==> src/rtl/ps2_pkg.sv <==
// Shared PS/2 definitions: transmit FSM states, 50 MHz timing defaults and
// the keyboard command bytes the host commonly sends.
package ps2_pkg;

   typedef enum logic [3:0] {
      IDLE      = 4'd0,
      INHIBIT   = 4'd1,
      REQ       = 4'd2,
      WAIT_CLK  = 4'd3,
      DATA      = 4'd4,
      STOP      = 4'd5,
      ACK       = 4'd6,
      WAIT_IDLE = 4'd7,
      ERROR     = 4'd8
   } ps2_tx_state_e;

   localparam int unsigned TIMER_W            = 20;
   localparam int unsigned INHIBIT_CYCLES_50M = 5000;
   localparam int unsigned CLK_TIMEOUT_50M    = 750000;
   localparam int unsigned FRAME_TIMEOUT_50M  = 100000;

   localparam logic [7:0] CMD_SET_LEDS = 8'hED;
   localparam logic [7:0] CMD_ENABLE   = 8'hF4;
   localparam logic [7:0] CMD_RESET    = 8'hFF;

   // PS/2 frames carry odd parity over the eight data bits.
   function automatic logic odd_parity(input logic [7:0] data);
      return ~^data;
   endfunction

endpackage

==> src/rtl/ps2_host_tx_if.sv <==
// Byte-level request/status handshake between a command source and the
// PS/2 host transmitter.
interface ps2_host_tx_if;
   logic [7:0] tx_data;
   logic       tx_valid;
   logic       tx_ready;
   logic       busy;
   logic       tx_done;
   logic       tx_error;

   modport master (output tx_data, tx_valid, input tx_ready, busy, tx_done, tx_error);
   modport slave  (input tx_data, tx_valid, output tx_ready, busy, tx_done, tx_error);
endinterface

==> src/rtl/ps2_sync_edge.sv <==
// Two-flop synchronizers for the raw PS/2 clock and data lines plus a
// falling-edge strobe on the synchronized clock.
module ps2_sync_edge (
   input  logic clk,
   input  logic reset,
   input  logic ps2_clk_in,
   input  logic ps2_dat_in,
   output logic clk_sync,
   output logic dat_sync,
   output logic clk_fe
);

   logic [1:0] clk_meta_r;
   logic [1:0] dat_meta_r;
   logic       clk_prev_r;

   // Idle-high reset values keep a spurious edge from appearing after reset.
   always_ff @(posedge clk) begin
      if (!reset) begin
         clk_meta_r <= 2'b11;
         dat_meta_r <= 2'b11;
         clk_prev_r <= 1'b1;
      end else begin
         clk_meta_r <= {clk_meta_r[0], ps2_clk_in};
         dat_meta_r <= {dat_meta_r[0], ps2_dat_in};
         clk_prev_r <= clk_meta_r[1];
      end
   end

   assign clk_sync = clk_meta_r[1];
   assign dat_sync = dat_meta_r[1];
   assign clk_fe   = clk_prev_r & ~clk_meta_r[1];

endmodule

==> src/rtl/ps2_host_tx.sv <==
// PS/2 host-to-device command transmitter: inhibit, request-to-send, shift
// the byte out on device clock edges and check the device ACK.
module ps2_host_tx
   import ps2_pkg::*;
#(
   parameter int unsigned INHIBIT_CYCLES = INHIBIT_CYCLES_50M,
   parameter int unsigned CLK_TIMEOUT    = CLK_TIMEOUT_50M,
   parameter int unsigned FRAME_TIMEOUT  = FRAME_TIMEOUT_50M
) (
   input  logic         clk,
   input  logic         reset,
   ps2_host_tx_if.slave tx,
   input  logic         ps2_clk_in,
   input  logic         ps2_dat_in,
   output logic         ps2_clk_oe,
   output logic         ps2_dat_oe
);

   localparam logic [19:0] TIMER_MAX    = 20'hFFFFF;
   localparam logic [19:0] INHIBIT_LAST = 20'(INHIBIT_CYCLES - 32'd1);
   localparam logic [19:0] CLK_LAST     = 20'(CLK_TIMEOUT - 32'd1);
   localparam logic [19:0] FRAME_LAST   = 20'(FRAME_TIMEOUT - 32'd1);

   ps2_tx_state_e state_r, state_s;
   logic [19:0]   timer_r, timer_s;
   logic [3:0]    bitcnt_r, bitcnt_s;
   logic [8:0]    shift_r, shift_s;
   logic          clk_oe_r, clk_oe_s, dat_oe_r, dat_oe_s;
   logic          done_r, done_s, error_r, error_s;
   logic          ready_r, busy_r;
   logic          clk_sync_s, dat_sync_s, clk_fe_s, frame_expired_s;

   ps2_sync_edge u_sync (
      .clk       (clk),
      .reset     (reset),
      .ps2_clk_in(ps2_clk_in),
      .ps2_dat_in(ps2_dat_in),
      .clk_sync  (clk_sync_s),
      .dat_sync  (dat_sync_s),
      .clk_fe    (clk_fe_s)
   );

   // Next state, line drive and status pulses; the oe outputs are registered.
   always_comb begin
      state_s         = state_r;
      timer_s         = (timer_r == TIMER_MAX) ? timer_r : timer_r + 20'd1;
      bitcnt_s        = bitcnt_r;
      shift_s         = shift_r;
      clk_oe_s        = clk_oe_r;
      dat_oe_s        = dat_oe_r;
      done_s          = 1'b0;
      error_s         = 1'b0;
      frame_expired_s = (timer_r >= FRAME_LAST);
      case (state_r)
         IDLE: begin
            clk_oe_s = 1'b0;
            dat_oe_s = 1'b0;
            timer_s  = 20'd0;
            bitcnt_s = 4'd0;
            if (tx.tx_valid) begin
               shift_s  = {odd_parity(tx.tx_data), tx.tx_data};
               clk_oe_s = 1'b1;
               state_s  = INHIBIT;
            end else begin
               shift_s = 9'd0;
            end
         end
         INHIBIT: begin
            if (timer_r >= INHIBIT_LAST) begin
               clk_oe_s = 1'b0;
               dat_oe_s = 1'b1;
               timer_s  = 20'd0;
               state_s  = REQ;
            end else begin
               clk_oe_s = 1'b1;
            end
         end
         REQ: begin
            timer_s = 20'd0;
            state_s = WAIT_CLK;
         end
         WAIT_CLK: begin
            if (clk_fe_s) begin
               dat_oe_s = ~shift_r[0];
               shift_s  = {1'b0, shift_r[8:1]};
               bitcnt_s = 4'd1;
               timer_s  = 20'd0;
               state_s  = DATA;
            end else if (timer_r >= CLK_LAST) begin
               {clk_oe_s, dat_oe_s, error_s, timer_s, state_s} = {1'b0, 1'b0, 1'b1, 20'd0, ERROR};
            end else begin
               state_s = WAIT_CLK;
            end
         end
         DATA: begin
            if (frame_expired_s) begin
               {clk_oe_s, dat_oe_s, error_s, timer_s, state_s} = {1'b0, 1'b0, 1'b1, 20'd0, ERROR};
            end else if (clk_fe_s) begin
               // Eight shifts in, shift_r[0] holds the parity bit for fe 9.
               dat_oe_s = ~shift_r[0];
               shift_s  = {1'b0, shift_r[8:1]};
               bitcnt_s = bitcnt_r + 4'd1;
               state_s  = (bitcnt_r == 4'd8) ? STOP : DATA;
            end else begin
               state_s = DATA;
            end
         end
         STOP: begin
            if (frame_expired_s) begin
               {clk_oe_s, dat_oe_s, error_s, timer_s, state_s} = {1'b0, 1'b0, 1'b1, 20'd0, ERROR};
            end else if (clk_fe_s) begin
               dat_oe_s = 1'b0;
               bitcnt_s = bitcnt_r + 4'd1;
               state_s  = ACK;
            end else begin
               state_s = STOP;
            end
         end
         ACK: begin
            if (frame_expired_s) begin
               {clk_oe_s, dat_oe_s, error_s, timer_s, state_s} = {1'b0, 1'b0, 1'b1, 20'd0, ERROR};
            end else if (clk_fe_s) begin
               bitcnt_s = bitcnt_r + 4'd1;
               if (!dat_sync_s) begin
                  state_s = WAIT_IDLE;
               end else begin
                  {clk_oe_s, dat_oe_s, error_s, timer_s, state_s} = {1'b0, 1'b0, 1'b1, 20'd0, ERROR};
               end
            end else begin
               state_s = ACK;
            end
         end
         WAIT_IDLE: begin
            if (frame_expired_s) begin
               {clk_oe_s, dat_oe_s, error_s, timer_s, state_s} = {1'b0, 1'b0, 1'b1, 20'd0, ERROR};
            end else if (clk_sync_s && dat_sync_s) begin
               done_s  = 1'b1;
               timer_s = 20'd0;
               state_s = IDLE;
            end else begin
               state_s = WAIT_IDLE;
            end
         end
         ERROR: begin
            clk_oe_s = 1'b0;
            dat_oe_s = 1'b0;
            timer_s  = 20'd0;
            state_s  = IDLE;
         end
         default: begin
            clk_oe_s = 1'b0;
            dat_oe_s = 1'b0;
            timer_s  = 20'd0;
            state_s  = IDLE;
         end
      endcase
   end

   // State and registered outputs; reset releases both lines immediately.
   always_ff @(posedge clk) begin
      if (!reset) begin
         state_r  <= IDLE;
         timer_r  <= 20'd0;
         bitcnt_r <= 4'd0;
         shift_r  <= 9'd0;
         clk_oe_r <= 1'b0;
         dat_oe_r <= 1'b0;
         done_r   <= 1'b0;
         error_r  <= 1'b0;
         ready_r  <= 1'b1;
         busy_r   <= 1'b0;
      end else begin
         state_r  <= state_s;
         timer_r  <= timer_s;
         bitcnt_r <= bitcnt_s;
         shift_r  <= shift_s;
         clk_oe_r <= clk_oe_s;
         dat_oe_r <= dat_oe_s;
         done_r   <= done_s;
         error_r  <= error_s;
         ready_r  <= (state_s == IDLE);
         busy_r   <= (state_s != IDLE);
      end
   end

   assign ps2_clk_oe  = clk_oe_r;
   assign ps2_dat_oe  = dat_oe_r;
   assign tx.tx_ready = ready_r;
   assign tx.busy     = busy_r;
   assign tx.tx_done  = done_r;
   assign tx.tx_error = error_r;

endmodule
==> src/flat_wrapper.sv <==
// flat-port wrapper written by rule: the top's interface ports become plain ports
module ps2_host_tx_flat import ps2_pkg::*;
#(
   parameter int unsigned INHIBIT_CYCLES = INHIBIT_CYCLES_50M,
   parameter int unsigned CLK_TIMEOUT    = CLK_TIMEOUT_50M,
   parameter int unsigned FRAME_TIMEOUT  = FRAME_TIMEOUT_50M
)
  (clk, reset, ps2_clk_in, ps2_dat_in, ps2_clk_oe, ps2_dat_oe, tx_tx_data, tx_tx_valid, tx_tx_ready, tx_busy, tx_tx_done, tx_tx_error);
  ps2_host_tx_if tx_i ();
  input  logic clk;
  input  logic reset;
  input  logic ps2_clk_in;
  input  logic ps2_dat_in;
  output logic ps2_clk_oe;
  output logic ps2_dat_oe;
  input wire logic [$bits(tx_i.tx_data)-1:0] tx_tx_data;
  input wire logic [$bits(tx_i.tx_valid)-1:0] tx_tx_valid;
  output wire logic [$bits(tx_i.tx_ready)-1:0] tx_tx_ready;
  output wire logic [$bits(tx_i.busy)-1:0] tx_busy;
  output wire logic [$bits(tx_i.tx_done)-1:0] tx_tx_done;
  output wire logic [$bits(tx_i.tx_error)-1:0] tx_tx_error;
  assign tx_i.tx_data = tx_tx_data;
  assign tx_i.tx_valid = tx_tx_valid;
  assign tx_tx_ready = tx_i.tx_ready;
  assign tx_busy = tx_i.busy;
  assign tx_tx_done = tx_i.tx_done;
  assign tx_tx_error = tx_i.tx_error;
  ps2_host_tx #(.INHIBIT_CYCLES(INHIBIT_CYCLES), .CLK_TIMEOUT(CLK_TIMEOUT), .FRAME_TIMEOUT(FRAME_TIMEOUT)) u_core (.clk(clk), .reset(reset), .tx(tx_i), .ps2_clk_in(ps2_clk_in), .ps2_dat_in(ps2_dat_in), .ps2_clk_oe(ps2_clk_oe), .ps2_dat_oe(ps2_dat_oe));
endmodule
==> config.mk <==
export PLATFORM = sky130hd
export DESIGN_NAME = ps2_host_tx_flat
export DESIGN_NICKNAME = d
export VERILOG_FILES = /design/src/rtl/ps2_pkg.sv /design/src/rtl/ps2_host_tx_if.sv /design/src/rtl/ps2_sync_edge.sv /design/src/rtl/ps2_host_tx.sv /design/src/flat_wrapper.sv
export SDC_FILE = /design/constraint.sdc
export NUM_CORES = 1
export LEC_CHECK = 0
export BUFFER_PORTS_ARGS = -buffer_cell sky130_fd_sc_hd__buf_2
export CAP_MARGIN = 20
export CORE_MARGIN = 10
export CORE_UTILIZATION = 50
export DETAILED_ROUTE_END_ITERATION = 16
export HOLD_SLACK_MARGIN = 0.06
export PLACE_DENSITY = 0.77
export SYNTH_ARGS = -nofsm -noshare
export SYNTH_HDL_FRONTEND = slang
export SYNTH_SLANG_ARGS = --single-unit
export TNS_END_PERCENT = 50
==> constraint.sdc <==
create_clock -name clk -period 2.7 [get_ports clk]
set_input_delay 0.27 -clock clk [delete_from_list [all_inputs] [get_ports clk]]
set_output_delay 0.27 -clock clk [all_outputs]
set_load 0.02 [all_outputs]
==> flow_metrics.tcl <==
set metrics [dict create \
    synth-seq-cells 48 \
    grt_usage_pct 12.93 \
    path_clk_slew_ns 0.08 \
    via_count 2395 \
    grt_overflow 0 \
    initial_core_util_pct 52.17 \
    dieArea_mm2 0.008692 \
    met1Wirelength_um 2719 \
    die_y_um 93.23 \
    place_congestion 0.9034 \
    grt_pass1_vias 2139 \
    finalHoldViolations 0 \
    hpwlAfterDp_um 4005 \
    crit_path_start_kind "flip-flop" \
    synth_top_area_share_pct 35.84 \
    yosysTopAreaCell "dfxtp_1" \
    drtPass1Iterations 6 \
    drt_wl_total_um 5612 \
    wl_per_cell_um 13.86 \
    cts_hold_buf 0 \
    r2r-start "u_core.timer_r[0]" \
    final_nets 350 \
    top_layer "met4" \
    finalPower_w 0.001334 \
    async_flop_share_pct 0 \
    cp_max_fo 4 \
    setup.worst_path.start "u_core.timer_r[0]" \
    layout_commonest_cell "dfxtp_1" \
    vias_per_cell 5.914 \
    fillers 500 \
    place_area_mm2 0.002791 \
    setup_tns_ns 0 \
    mostFrequentLayoutCells "dfxtp_1 (48), nor2_1 (35), nand2_1 (33)" \
    critPathCaptureType "flip-flop" \
    power.leakage_nw 1.171 \
    drive_gt1_share_pct 14.03 \
    netSwitchingPower_w 0.0003301 \
    yosysUniqueCellTypes 57 \
    cts_setup_buffers 0 \
    dr_wl_met2_um 2483 \
    areaGrowthSynthToFinish_pct 7.560 \
    cp_cell_sequence "ha_1 > a311oi_1 > o311a_1 > o311ai_0 > inv_1 > a211oi_1 > a31o_2" \
    avgSynthCellArea_um2 8.250 \
    power_density_mw_per_mm2 462.7 \
    hp-start "ps2_clk_in" \
    slew_viol_final 0 \
    yosysWarnings 0 \
    die_x_um 93.23 \
    wl_met3_um 337 \
    seqPwrFrac_pct 55.8 \
    ctsLongestPathBuffers 2 \
    cpMaxStageDelayCell "o311ai_0" \
    ys_seq_area_share_pct 35.84 \
    cts_root_buf "clkbuf_8" \
    core-area_mm2 0.005140 \
    cts_tree "done" \
    holdPathStages 2 \
    drt_iter0_markers 251 \
    vdd_drop_max_mv 0.3905 \
    antenna_found_initial 0 \
    crit_type "reg -> reg" \
    finalCriticalPeriod_ns 2.529 \
    fin_hold_ws_ns 0.1447 \
    synth_area_mm2 0.002681 \
    stdcell_area_mm2 0.002884 \
    clkPwrFrac_pct 33.1 \
    cts_resized 0 \
    r2r_cells 7 \
    grt_pass1_wl_um 9597 \
    synth_cells 325 \
    pwr-share-comb_pct 11.1 \
    finalSetupViolations 0 \
    clk_latency_ns 0.30 \
    antennaDiodeCount 0 \
    port_buffers 18 \
    synth_edf_count 0 \
    skew_ns 0.007550 \
    reg2reg_to "u_core.tx.tx_ready" \
    grt_max_degree 22 \
    htree_levels 2 \
    status "finished clean" \
    row_count 26 \
    power.internal_w 0.001004 \
    cts_buffers 5 \
    r2r_slack_ns 0.17 \
    synth_nets 341 \
    rsz0062_at_grt "false" \
    maxSlewHeadroom_pct 45.80 \
    worstPathArrival_ns 2.78 \
    finalCritPeriodShare_pct 93.68 \
    p_sw_share_pct 24.74 \
    slowest_delay_ns 0.72 \
    synth_area_leaders "dfxtp_1 (36%), nor2_1 (4.9%), nand3_1 (4.9%)" \
    worst_pin_slew_ns 0.8028 \
    ys.flop_type "dfxtp_1" \
    cts_sinks 48 \
    cap_violations 0 \
    fmax_ghz 0.3954 \
    hold_path_class "in -> reg" \
    drc_errors 0 \
    min_to "u_core.u_sync.clk_meta_r[0]" \
    required_ns 2.95 \
    ant_nets 0 \
    ios 19 \
]
-- registers in the layout, summed over array words and instances (netlist names) --
signal                    cells
u_core.u_sync.dat_meta_r      2
u_core.state_r                4
u_core.tx.tx_ready            1
u_core.timer_r               20
u_core.bitcnt_r               4
u_core.ps2_dat_oe             1
u_core.ps2_clk_oe             1
u_core.tx.tx_done             1
u_core.tx.tx_error            1
u_core.u_sync.clk_meta_r      2
u_core.tx.busy                1
u_core.shift_r                9
u_core.u_sync.clk_prev_r      1
-- through the flow --
| stage | instances | setup slack (ns) | utilization (%) |
|---|---|---|---|
| finish | 405 | 0.1707 | 56.11 |
| global route | 405 | 0.03604 | 56.11 |
| CTS | 405 | 0.2809 | 56.11 |
| detailed placement | 397 | 0.3032 | 54.31 |
| global placement | 397 | 0.3289 | 54.31 |
| floorplan | 325 | 0.4226 | - |
-- critical path, delay by kind of cell, from the launching register on --
family                   cells  cell delay, ns
flip-flops                   1            0.37
buffers and inverters        1            0.11
AO/OA/AOI/OAI                5            1.78
adder cells (fa/ha/maj)      1            0.22
-- area by class of cell --
class,instances,area [um2],share of cell area (%)
flip-flops and latches,48,960.9,33.32
clock buffers,6,82.58,2.863
well taps,70,87.58,3.037
multi-input cells,247,1582,54.84
clock inverters,2,10.01,0.3471
inverters,9,33.78,1.171
repair buffers,23,127.6,4.425
-- worst max path at each step --
stage / to / slack [ns]
after floorplan: u_core.shift_r[6] / 0.42
after global placement: u_core.tx.tx_ready / 0.33
after detailed placement: u_core.tx.busy / 0.30
after CTS: u_core.tx.tx_ready / 0.28
after global routing: u_core.tx.tx_ready / 0.04
final: u_core.tx.tx_ready / 0.17
-- power groups by stage --
stage / combinational [W] / sequential [W] / clock (W)
2_1_floorplan: 0.000110 / 0.000762 / 0
3_3_place_gp: 0.000146 / 0.000760 / 0
3_5_place_dp: 0.000149 / 0.000761 / 0
4_1_cts: 0.000150 / 0.000744 / 0.000451
5_1_grt: 0.000165 / 0.000747 / 0.000483
6_report: 0.000149 / 0.000744 / 0.000441
-- synthesized netlist by cell type, drive strengths merged, types with 8 or more instances --
| cell type | number |
|---|---|
| dfxtp | 48 |
| clkbuf | 12 |
| buf | 9 |
| a21oi | 10 |
| and3 | 10 |
| nand4 | 10 |
| nand2 | 33 |
| o211a | 8 |
| nand3 | 28 |
| nor3 | 8 |
| nor2 | 35 |
| inv | 9 |
| xnor2 | 9 |
| o21ai | 11 |
| xor2 | 11 |
-- cells by family (layout without fill, tap and decap cells) --
kind of cell	count (synthesis)	after routing	synth area share [%]
compound gates	64	64	19.37
xor+xnor	20	20	6.533
fa+ha+maj	3	3	1.400
buf+inv	30	40	5.179
flops	48	48	35.84
mux	6	6	2.240
simple gates	154	154	29.44
-- per-layer routing --
layer | GRT usage, % | vias up
li1 | - | 1187
met1 | 16.99 | 1120
met2 | 19.55 | 81
met3 | 3.437 | 7
met4 | 5.141 | 0
met5 | 0 | -
No activity file was read; power rests on OpenSTA's default activity.
